==> config.mk <==
export PLATFORM = sky130hd
export DESIGN_NAME = instr_fetch
export DESIGN_NICKNAME = d
export VERILOG_FILES = /design/src/rtl/instr_fetch.sv
export SDC_FILE = /design/constraint.sdc
export NUM_CORES = 1
export LEC_CHECK = 0
export BUFFER_PORTS_ARGS = -buffer_cell sky130_fd_sc_hd__buf_2
export CAP_MARGIN = 20
export CORE_MARGIN = 2
export CORE_UTILIZATION = 49
export CTS_CLUSTER_DIAMETER = 80
export DETAILED_ROUTE_END_ITERATION = 12
export PLACE_DENSITY = 0.79
export SLEW_MARGIN = 5
export SYNTH_ARGS = -nofsm -noshare
export SYNTH_HDL_FRONTEND = slang
export SYNTH_SLANG_ARGS = --single-unit
export TNS_END_PERCENT = 100
==> constraint.sdc <==
create_clock -name clk -period 2.39 [get_ports clk]
set_input_delay 0.1195 -clock clk [delete_from_list [all_inputs] [get_ports clk]]
set_output_delay 0.1195 -clock clk [all_outputs]
set_load 0.05 [all_outputs]
==> src/rtl/instr_fetch.sv <==
// Instruction sequencer: owns the PC, fetches 16-bit words over a req/valid
// handshake, presents op/operand to the decoder and picks the next PC from
// the decoder's jump/branch outputs once the datapath finishes the instruction.
module instr_fetch #(
  parameter int ADDR_W                = 12,
  parameter logic [ADDR_W-1:0] RESET_PC = '0,
  parameter int CNT_W                 = 16
) (
  input  logic              clk,
  input  logic              rst_n,
  input  logic              run,
  output logic              imem_req,
  output logic [ADDR_W-1:0] imem_addr,
  input  logic [15:0]       imem_rdata,
  input  logic              imem_valid,
  output logic [3:0]        op,
  output logic [11:0]       operand,
  output logic              instr_valid,
  input  logic              exec_done,
  input  logic              jump,
  input  logic              branch,
  input  logic              acc_zero,
  output logic [ADDR_W-1:0] pc,
  output logic              busy,
  output logic [CNT_W-1:0]  retired
);

  typedef enum logic [1:0] {
    IDLE  = 2'd0,
    FETCH = 2'd1,
    ISSUE = 2'd2
  } state_t;

  state_t              state_q, state_d;
  logic [ADDR_W-1:0]   pc_q, pc_d;
  logic [15:0]         instr_q, instr_d;
  logic [CNT_W-1:0]    retired_q, retired_d;

  logic [ADDR_W-1:0]   target;
  logic [ADDR_W-1:0]   pc_inc;
  logic                take_target;

  // Control-flow target comes straight from the operand; jump takes priority
  // over branch, and a branch with a non-zero accumulator falls through.
  always_comb begin
    target      = instr_q[ADDR_W-1:0];
    pc_inc      = pc_q + ADDR_W'(1);
    take_target = jump | (branch & acc_zero);
  end

  // Next-state logic for the sequencer and all architectural registers.
  always_comb begin
    state_d   = state_q;
    pc_d      = pc_q;
    instr_d   = instr_q;
    retired_d = retired_q;
    case (state_q)
      IDLE: begin
        if (run) state_d = FETCH;
      end
      FETCH: begin
        // run is deliberately not sampled here: an issued fetch always completes.
        if (imem_valid) begin
          instr_d = imem_rdata;
          state_d = ISSUE;
        end
      end
      ISSUE: begin
        if (exec_done) begin
          pc_d = take_target ? target : pc_inc;
          if (retired_q != {CNT_W{1'b1}}) retired_d = retired_q + CNT_W'(1);
          state_d = run ? FETCH : IDLE;
        end
      end
      default: state_d = IDLE;
    endcase
  end

  // State and datapath registers; async reset aborts any fetch or issue in flight.
  always_ff @(posedge clk or negedge rst_n) begin
    if (!rst_n) begin
      state_q   <= IDLE;
      pc_q      <= RESET_PC;
      instr_q   <= '0;
      retired_q <= '0;
    end else begin
      state_q   <= state_d;
      pc_q      <= pc_d;
      instr_q   <= instr_d;
      retired_q <= retired_d;
    end
  end

  // Outputs are decoded from the registered state only.
  always_comb begin
    imem_req    = (state_q == FETCH);
    imem_addr   = pc_q;
    instr_valid = (state_q == ISSUE);
    busy        = (state_q != IDLE);
    op          = instr_q[15:12];
    operand     = instr_q[11:0];
    pc          = pc_q;
    retired     = retired_q;
  end

endmodule

==> flow_summary.ini <==
[floorplanning]
die_x_um = 72.7
rows = 24
io_pins = 83
coreArea_um2 = 4440
die_h_um = 72.7
start_util_pct = 52.0
die_area_um2 = 5280

[cells_and_area]
nets = 318
syn2layout_area_growth_pct = 21.6
fin_area_um2 = 2810
fin_util_pct = 63.3
antennaDiodeCount = 0
post_route_cells_drive_above_1_share_pct = 40.6

[run_status]
status = completed

[power]
p_total_mw = 4.39
ir_drop_v = 0.000844
total_leakage_power_nw = 1.35
power_density_nw_per_um2 = 1560

[timing]
setup_viol = 0
fin_skew_ps = 3.12
final-hold-violation-count = 0
finalMaxSlewViolations = 0
rsz0062_at_grt = false
layout_setup_ws_ps = 218
worst_pin_slew_ps = 654
relSlewSlack_pct = 56.0
setup-tns-final_ps = 0
max_freq_mhz = 461
fin_crit_sh_pct = 90.9
period_minus_slack_ps = 2170

[synthesis]
synthXorXnorAreaFrac_pct = 2.27
synthesis.area_um2 = 2310
ys_seq_area_share_pct = 49.8
synth_async_sr_flop_share_pct = 100
synthesis.instances = 218
ys_types = 40
ys_warn_count = 0
synth.avg_cell_area_um2 = 10.6
yosys_most_used_dff = dfrtp_1
synth.most_common_cell = dfrtp_1
synth_top_family_by_area = simple AND/OR/NAND/NOR gates
yosys.area_share.adder_pct = 1.08
synth_enable_flop_cells = 0
synth_common_cells = 46 x dfrtp_1, 22 x mux2_2, 17 x a21oi_1
muxShareOfSynthArea_pct = 11.6
synth-simple-area-share_pct = 14.9
synth_nets = 244
synth_area_leaders = dfrtp_1 50%, mux2_2 11%, buf_4 3.9%, a21oi_1 3.7%, nand2_1 2.6%
synth_top_area_cell = dfrtp_1
synth_compound_area_share_pct = 14.2
synth_top_area_share_pct = 49.8
synth-seq-cells = 46

[critical_path]
cp.required_ps = 2560
slowest_stage = or4_1
start_kind = flip-flop
cp_cell_sequence = ha_1, nand3_1, or4_1, o21ai_4, mux2_1
critical_path_peak_fanout = 9
path_class = reg2reg
crit_path_max_incr_delay_ps = 730
crit_arrival_ps = 2350
end_kind = flip-flop

[cts]
cts.path.max_buffers = 2
cts_buffers = 5
path_clk_slew_ps = 80
cts_tree = yes
h-tree-depth = 2
clock_sinks = 46
cts_root_buf = clkbuf_8
clk_latency_ps = 290

[route]
antenna_left = 0
drt-met1-wl_mm = 2.17
num_vias = 1940
first_pass_iters = 4
wl_met2_mm = 2.71
drt_iter0_markers = 138
totalWireLength_mm = 5.19
viasPerCell = 5.62
drc_errors = 0
routed-wl-met3_um = 262
wl_per_cell_um = 15.0
highest-signal-layer = met4

[grt]
overflow = 0
grt_pass1_vias = 1912
grt_usage_pct = 20.8
grt_pass1_wl_mm = 8.57
antenna_found_initial = 0
grt_max_degree = 25

[place]
postPlaceCellArea_um2 = 2700
place_ws_ps = 249
hpwl_mm = 3.82
gp_congestion = 0.839
portBuffers = 82

[worst_hold_path]
hold_class = in2reg

[run]
cap_violations = 0
[cell families after synthesis]
logic type,count (synthesis)
AOI/OAI and AO/OA,51
and+or+nand+nor,66
buffers and inverters,23
xor gates and xnor gates,6
muxes,24
DFF,46
adders and majority gates,2
[state kept, by name, summed over array words and instances, names as in the netlist]
signal / count
instr_q: 16
imem_addr: 12
retired: 16
state_q: 2
[worst max-delay path: cells and delay by family (launching register included)]
family	cells	cell delay, ps
and+or+nand+nor	2	870
DFF	1	430
muxes	1	330
adders and majority gates	1	210
AOI/OAI and AO/OA	1	210
[final timing paths]
| check | from | to | slack, ps | depth (start not counted) |
|---|---|---|---|---|
| min in group asynchronous | rst_n | instr_q[13] | 330 | 2 |
| setup reg to reg | retired[0] | retired[1] | 220 | 5 |
| max in group asynchronous | rst_n | imem_addr[9] | 1350 | 3 |
| hold reg to reg | instr_q[12] | instr_q[12] | 510 | 1 |
| setup / recovery | retired[0] | retired[1] | 220 | 5 |
| hold / removal | exec_done | state_q[1] | 50 | 2 |
[area by class of cell]
type	instances	area, um2
Inverter	1	3.75
Clock buffer	7	76.3
Fill cell	393	1630
Multi-Input combinational cell	149	1020
Clock inverter	1	30.0
Tap cell	52	65.1
Timing Repair Buffer	89	465
Sequential cell	46	1150
[power breakdown]
group,internal [mW],switching [mW]
combinational,0.606,1.85
clock,0.313,0.247
sequential,1.06,0.314
total,1.98,2.41
[per-stage QoR]
stage / hold WS [ps] / std cells
finish: 47.5 / 345
floorplan: -176 / 218
global placement: 115 / 336
global route: 43.2 / 345
detailed placement: 125 / 336
CTS: 36.5 / 345
[per-layer routing]
layer	track usage (%)	up-vias
met3	4.83	4
met4	7.82	0
met1	24.9	945
li1	-	938
met2	36.3	53
met5	0	-
[layout by cell type (no fill, tap or decap), drive strengths merged, types with 6 or more instances in the layout]
master	netlist	routed
buf	15	88
nand4	6	6
a21oi	17	17
nand2	16	16
dfrtp	46	46
o21ai	12	12
xnor2	6	6
clkbuf	7	7
nor2	13	13
nand3	11	11
mux2	23	23
[repair_timing]
action                     4_1_cts  5_1_grt
hold endpoints to repair        22        0
hold buffers                     1        0
setup endpoints to repair        0        0
gates resized for setup          0        0
buffers inserted                 0        0
(Power assumes the default switching activity.)
